<file path="src/rtl/pc_fetch_unit.sv">
// PC and instruction-register owner for the multi-cycle MIPS core: fetch handshake and next-PC load.
// Optional PC_ALIGN_CHECK_EN adds a sticky pc_misalign flag that rejects non-word-aligned PC loads.
module pc_fetch_unit #(
   parameter logic [31:0] RESET_PC = 32'h0000_0000,
   parameter logic [31:0] PC_STEP  = 32'd4
) (
   input  logic        clk,
   input  logic        rst,
   input  logic        fetch_start,
   input  logic        mem_ready,
   input  logic [31:0] mem_rdata,
   input  logic        pc_write,
   input  logic        pc_write_cond,
   input  logic        branch_taken,
   input  logic [1:0]  pc_src,
   input  logic [31:0] alu_result,
   input  logic [31:0] alu_out,
   input  logic [31:0] jaddr,
   output logic [31:0] pc,
   output logic [31:0] ir,
   output logic [25:0] ins_addr,
   output logic        mem_req,
   output logic [31:0] mem_addr,
   output logic        fetch_done,
`ifdef PC_ALIGN_CHECK_EN
   output logic        pc_misalign,
`endif
   output logic        busy
);

   // state  | meaning
   // S_IDLE | no fetch in flight; PC loads accepted here only
   // S_WAIT | mem_req high, waiting for mem_ready
   // S_DONE | IR holds the new instruction; fetch_done pulse
   typedef enum logic [1:0] {S_IDLE, S_WAIT, S_DONE} state_t;

   state_t      state, state_next;
   logic [31:0] pc_sel;
   logic        load_en;
   logic        pc_load;
   logic        pc_load_ok;
   logic        fetch_ok;
   logic        fetch_accept;

   always_ff @(posedge clk or posedge rst) begin
      if (rst) state <= S_IDLE;
      else     state <= state_next;
   end

   always_comb begin
      state_next = state;
      case (state)
         S_IDLE:  if (fetch_start && fetch_ok) state_next = S_WAIT;
         S_WAIT:  if (mem_ready) state_next = S_DONE;
         S_DONE:  state_next = S_IDLE;
         default: state_next = S_IDLE;
      endcase
   end

   always_comb begin
      pc_sel = pc;
      case (pc_src)
         2'b00:   pc_sel = alu_result;
         2'b01:   pc_sel = alu_out;
         2'b10:   pc_sel = jaddr;
         default: pc_sel = pc;
      endcase
   end

   // pc_src=11 is reserved and behaves as "hold", so it never counts as a load
   assign load_en      = pc_write | (pc_write_cond & branch_taken);
   assign pc_load      = (state == S_IDLE) && load_en && (pc_src != 2'b11);
   assign fetch_accept = (state == S_WAIT) && mem_ready;

`ifdef PC_ALIGN_CHECK_EN
   assign pc_load_ok = pc_load && (pc_sel[1:0] == 2'b00);
   assign fetch_ok   = !pc_misalign;

   always_ff @(posedge clk or posedge rst) begin
      if (rst)                                   pc_misalign <= 1'b0;
      else if (pc_load && pc_sel[1:0] != 2'b00)  pc_misalign <= 1'b1;
   end
`else
   assign pc_load_ok = pc_load;
   assign fetch_ok   = 1'b1;
`endif

   always_ff @(posedge clk or posedge rst) begin
      if (rst)               pc <= RESET_PC;
      else if (fetch_accept) pc <= pc + PC_STEP;
      else if (pc_load_ok)   pc <= pc_sel;
   end

   always_ff @(posedge clk or posedge rst) begin
      if (rst)               ir <= 32'h0000_0000;
      else if (fetch_accept) ir <= mem_rdata;
   end

   assign ins_addr   = ir[25:0];
   assign mem_req    = (state == S_WAIT);
   assign mem_addr   = pc;
   assign fetch_done = (state == S_DONE);
   assign busy       = (state != S_IDLE);

endmodule

</file>
<file path="config.mk">
export PLATFORM = sky130hd
export DESIGN_NAME = pc_fetch_unit
export DESIGN_NICKNAME = d
export VERILOG_FILES = /design/src/rtl/pc_fetch_unit.sv
export SDC_FILE = /design/constraint.sdc
export NUM_CORES = 1
export LEC_CHECK = 0
export BUFFER_PORTS_ARGS = -buffer_cell sky130_fd_sc_hd__buf_2
export CAP_MARGIN = 20
export CORE_AREA = 2 2 101 103
export DETAILED_ROUTE_END_ITERATION = 10
export DIE_AREA = 0 0 103 105
export PLACE_DENSITY = 0.83
export REMOVE_ABC_BUFFERS = 1
export SYNTH_ARGS = -nofsm -noshare
export SYNTH_HDL_FRONTEND = slang
export SYNTH_SLANG_ARGS = --single-unit
export TNS_END_PERCENT = 100
</file>
<file path="constraint.sdc">
create_clock -name clk -period 3.9 [get_ports clk]
set_input_delay 0.39 -clock clk [delete_from_list [all_inputs] [get_ports clk]]
set_output_delay 0.39 -clock clk [all_outputs]
set_load 0.03 [all_outputs]
</file>
== Word level (Yosys, flattened, before mapping) ==
Index checks and enable logic that the tools add are counted.

* $add $sub $neg: 1
* Equality and inequality tests: 7
* Multiplexer cells: 6
* Bitwise operators: 2
* Reduce and logical (&&, ||, !) cells: 10

{| class="wikitable"
|+ Operators by type and width
! cell !! count
|-
| $pmux 32 s3 || 1
|-
| $mux 32 || 2
|-
| $add 32x3->32 const B || 1
|-
| $ne 2x2->1 const B || 3
|-
| $eq 2x1->1 const B || 2
|-
| $eq 2x2->1 const B || 2
|-
| $logic_not 2->1 || 2
|-
| $mux 2 || 2
|-
| $pmux 2 s2 || 1
|-
| $reduce_and 2->1 || 2
|-
| $reduce_bool 2->1 || 2
|-
| $reduce_bool 4->1 || 1
|-
| $logic_and 1x1->1 || 3
|-
| $and 1x1->1 || 1
|-
| $or 1x1->1 || 1
|}

* Register bits after elaboration: 66
* Input port bits: 137
* Output and inout port bits: 125
* Logic and storage cells: 29

== Logic depth before layout (Yosys ltp) ==
* Depth in word-level cells: 6
* Mapped depth: 8
* Depth with buffers taken out: 7

== Worst setup path after synthesis ==
OpenSTA, ideal clock, no wires.

* Path type: flip-flop to flip-flop
* Start: register pc[2] (netlist: mem_addr[2])
* End: register pc[26] (netlist: mem_addr[26])
* Library setup time: 0.099 ns
* Arrival time: 1.855 ns
* Data required time: 3.801 ns
* Slack: 1.945 ns
* Cell stages (with the launch flop): 7
* Buffers on the path: 0
* Period minus slack after synthesis: 1.955 ns
* Path through: dfrtp_1 > ha_1 > and3_1 > nand3_1 > nor3_4 > a211oi_1 > a311oi_1

* Longest elaborated chain between the ends: 2

{| class="wikitable"
|+ Ends and longest elaborated chain
! item !! RTL line !! source
|-
| from (decl) || 19 || <nowiki>output logic [31:0] pc,</nowiki>
|-
| from (signal assigned) || 90 || <nowiki>else if (fetch_accept) pc <= pc + PC_STEP;</nowiki>
|-
| from (signal assigned) || 91 || <nowiki>else if (pc_load_ok) pc <= pc_sel;</nowiki>
|-
| $add 32x3->32 || 90 ||
|-
| $mux 32 || 90 ||
|}

Every way passes these cells.
A chain may end at the register's enable or synchronous reset.

== Final worst setup path ==
* Start: register state[1]
* End: register pc[26] (netlist: mem_addr[26])

* Longest elaborated chain between the ends: 5
* Elaborated cells on any way between the ends: 9
* Classes of those cells: eq/ne: 1; mux: 1; reduce/logical: 7

{| class="wikitable"
|+ Ends and longest elaborated chain
! item !! RTL line !! source
|-
| from (decl) || 37 || <nowiki>state_t state, state_next;</nowiki>
|-
| from (signal assigned) || 47 || <nowiki>else state <= state_next;</nowiki>
|-
| $logic_not 2->1 || 72 || <nowiki>assign pc_load = (state == S_IDLE) && load_en && (pc_src != 2'b11);</nowiki>
|-
| $logic_and 1x1->1 (2 in a row) || 72 ||
|-
| $reduce_bool 2->1 (no line) || -- ||
|-
| $reduce_and 2->1 (no line) || -- ||
|}

Several ways; a longest one is shown, not always the timed one.

==> insert_results.sql <==
INSERT INTO impl_metrics (metric_group, metric, value, unit) VALUES
('status', 'status', 'complete, no violations', ''),
('finish', 'fillers', '934', ''),
('die', 'core_area', '9640', 'um^2'),
('clock_network', 'cts-hold-fix-buffers', '0', ''),
('global_routing', 'grt_start_max_net_pins', '65', ''),
('die', 'start_util', '0.437', ''),
('yosys', 'synthesis.yosys.warnings', '0', ''),
('hold_path', 'holdCritPathClass', 'in -> async', ''),
('die', 'die_h', '105', 'um'),
('place', 'routabilityCongestion', '0.797', ''),
('sta', 'fmax', '413', 'MHz'),
('finish', 'share_of_layout_cells_above_drive_strength_1', '0.415', ''),
('yosys', 'synth.top_cells.by_area', 'dfrtp_1 (39%), buf_4 (11%), nand2_1 (11%), a22oi_1 (5.7%), nor2_1 (4.4%)', ''),
('clock_network', 'insertion_delay', '0.34', 'ns'),
('route', 'routed_wire_length_per_instance', '15.5', 'um'),
('finish', 'post_route_core_utilization', '0.559', ''),
('die', 'num_rows', '36', ''),
('finish', 'final_cell_count_no_fill', '849', ''),
('yosys', 'synth_flop_cell', 'dfrtp_1', ''),
('clock_network', 'post_cts_resized', '0', ''),
('sta', 'timing_hold_violations_final', '0', ''),
('clock_network', 'post_cts.repair.setup_buffers', '0', ''),
('sta', 'setup-violations-final', '0', ''),
('route', 'route.final.wire_length', '13200', 'um'),
('worst_setup_path', 'cp_max_fo', '50', ''),
('die', 'ioPinCount', '262', ''),
('sta', 'final.setup_skew', '0.0135', 'ns'),
('global_routing', 'antenna_found_initial', '0', ''),
('global_routing', 'via_count_of_the_first_global_routing_pass', '4120', ''),
('sta', 'max_slew_margin', '0.454', ''),
('route', 'remaining_drc_errors', '0', ''),
('global_routing', 'grt_overflow', '0', ''),
('finish', 'finish.net_count', '853', ''),
('yosys', 'syn_inst', '522', ''),
('yosys', 'synth-edff-count', '0', ''),
('worst_setup_path', 'timing.reg2reg.setup_slack', '1.48', 'ns'),
('die', 'floorplan.die_area', '10800', 'um^2'),
('route', 'antenna_left', '0', ''),
('route', 'initialDrtViolationCount', '293', ''),
('yosys', 'synth_top_area_cell', 'dfrtp_1', ''),
('yosys', 'synth_area', '4210', 'um^2'),
('yosys', 'synth.top_cell.area_share', '0.392', ''),
('route', 'vias', '4493', ''),
('place', 'hpwl', '9710', 'um'),
('clock_network', 'cts.root.buffer_cell', 'clkbuf_8', ''),
('sta', 'layout_worst_path_cycle_share', '0.620', ''),
('clock_network', 'clkSinkCount', '66', ''),
('power', 'pwr_total', '3930', 'uW'),
('clock_network', 'cts_inserted_buffers', '9', ''),
('power', 'power_per_cell_area', '730', 'nW/um^2'),
('clock_network', 'worst_setup_hold_path_clk_slew', '0.08', 'ns'),
('yosys', 'seq_area_frac_synth', '0.392', ''),
('worst_setup_path', 'end_kind', 'register', ''),
('worst_setup_path', 'timing.setup.critical_path_class', 'reg -> reg', ''),
('sta', 'timing_max_transition_violations_final', '0', ''),
('sta', 'grt_setup_unrepaired', 'false', ''),
('worst_setup_path', 'arrival_time_of_data_at_the_critical_path_endpoint', '2.65', 'ns'),
('worst_setup_path', 'worst_setup_path_start_kind', 'register', ''),
('clock_network', 'ctsHtreeMaxLevel', '3', ''),
('die', 'chipWidth', '103', 'um'),
('run', 'maxCapViolations', '0', ''),
('yosys', 'synth.lib_cells_used.distinct', '47', ''),
('sta', 'final_period_minus_worst_setup_slack', '2.42', 'ns'),
('place', 'dp.cells', '833', ''),
('global_routing', 'first_pass_grt_wire_length', '20200', 'um'),
('yosys', 'yosys_register_bits', '66', ''),
('route', 'drtPass1Iterations', '4', ''),
('clock_network', 'clock_tree.buffer_depth', '2', ''),
('worst_setup_path', 'worstPathRequired', '4.13', 'ns'),
('power', 'total_leakage_power', '0.00278', 'uW'),
('sta', 'max_slew.worst_pin.slew', '0.819', 'ns'),
('yosys', 'synthArstFlopShare', '1.00', ''),
('clock_network', 'tritoncts_clock_tree', 'done', ''),
('route', 'vias_per_cell', '5.29', ''),
('power', 'ir_worst_vdd', '0.302', 'mV'),
('finish', 'antenna_cells', '0', ''),
('global_routing', 'grt_util_all_layers', '0.238', ''),
('yosys', 'synth_area_per_cell', '8.07', 'um^2'),
('place', 'numPortBuffers', '261', ''),
('sta', 'setup_tns', '0', 'ns'),
('finish', 'synthToLayoutAreaGrowth', '27.9', '%');
[layout by cell type (no fill, tap or decap), types with 9 or more instances in the layout]
cell type,n
o21ai_0,20
clkbuf_8,9
a211oi_1,13
a21oi_1,35
a311oi_1,12
nand3_1,10
nand2_1,118
nor3_1,9
a22oi_1,32
buf_2,261
dfrtp_1,66
nor2_1,49
[per-layer routing]
| layer | global-route usage | routed length [um] | up-vias |
|---|---|---|---|
| met1 | 0.283 | 5170 | 2115 |
| li1 | - | - | 2155 |
| met4 | 0.0695 | 170 | 0 |
| met2 | 0.434 | 6940 | 210 |
| met3 | 0.0348 | 898 | 13 |
| met5 | 0 | 0 | - |
[cell usage after synthesis, types with 4 or more instances]
cell type	n
and4_1	5
a21oi_1	35
nor2_1	49
inv_1	6
a22oi_1	32
o21ai_0	20
a311oi_1	12
ha_1	5
a211oi_1	13
nand2_1	118
dfrtp_1	66
clkbuf_1	24
buf_4	59
and3_1	8
nor3_1	9
nand4_1	8
nand3_1	10
o211ai_1	4
buf_1	4
[flip-flops by register name, indices dropped and copies added, names as in the netlist]
name and count:
ir 32, mem_addr 32, state 2
[final timing paths]
kind,from,end,cells after the start
max,state[1],mem_addr[26],7
min,rst,ir[31],2
min reg2reg,ir[28],ir[28],2
max reg2reg,state[1],mem_addr[26],7
min in group clk,mem_rdata[22],ir[22],3
max in group asynchronous,rst,mem_addr[31],3
[layout make-up]
cell class | count | area, um^2 | share of cell area
clock buffers | 9 | 124 | 0.0230
clock inverters | 7 | 93.8 | 0.0174
inverters | 6 | 22.5 | 0.00418
multi-input cells | 360 | 1970 | 0.366
flip-flops and latches | 66 | 1650 | 0.307
well taps | 133 | 166 | 0.0309
repair buffers | 268 | 1360 | 0.252
[power breakdown]
group / total, uW / leakage, uW / internal (uW) / switching, uW
Sequential: 1220 / 0.000774 / 917 / 302
Clock: 636 / 0.000105 / 359 / 277
Combinational: 2080 / 0.00190 / 581 / 1500
Total: 3930 / 0.00278 / 1860 / 2080
[metrics by stage]
| step | instance area (um^2) | hold WS, ns | worst slack (ns) |
|---|---|---|---|
| finish | 5390 | 0.148 | 1.48 |
| global route | 5390 | 0.197 | 1.26 |
| CTS | 5390 | 0.153 | 1.50 |
| detailed placement | 5170 | 0.465 | 1.54 |
| global placement | 5170 | 0.454 | 1.63 |
| floorplan | 3640 | 0.467 | 0.340 |
[worst max-delay path: stages, from the launching register on]
cell	delay, ns
dfrtp_1	0.42
nand3b_1	0.20
inv_2	0.06
buf_4	0.42
nand3_1	0.34
nor3_4	0.43
a211oi_1	0.13
a311oi_1	0.29
[logic make-up after synthesis]
| logic type | count (synthesis) | synth area share |
|---|---|---|
| muxes | 1 | 0.00238 |
| xor gates and xnor gates | 2 | 0.00416 |
| AOI/OAI and AO/OA | 132 | 0.209 |
| buffers and inverters | 96 | 0.141 |
| DFF | 66 | 0.392 |
| adders and majority gates | 5 | 0.0149 |
| and+or+nand+nor | 220 | 0.237 |
(Power assumes the default switching activity.)
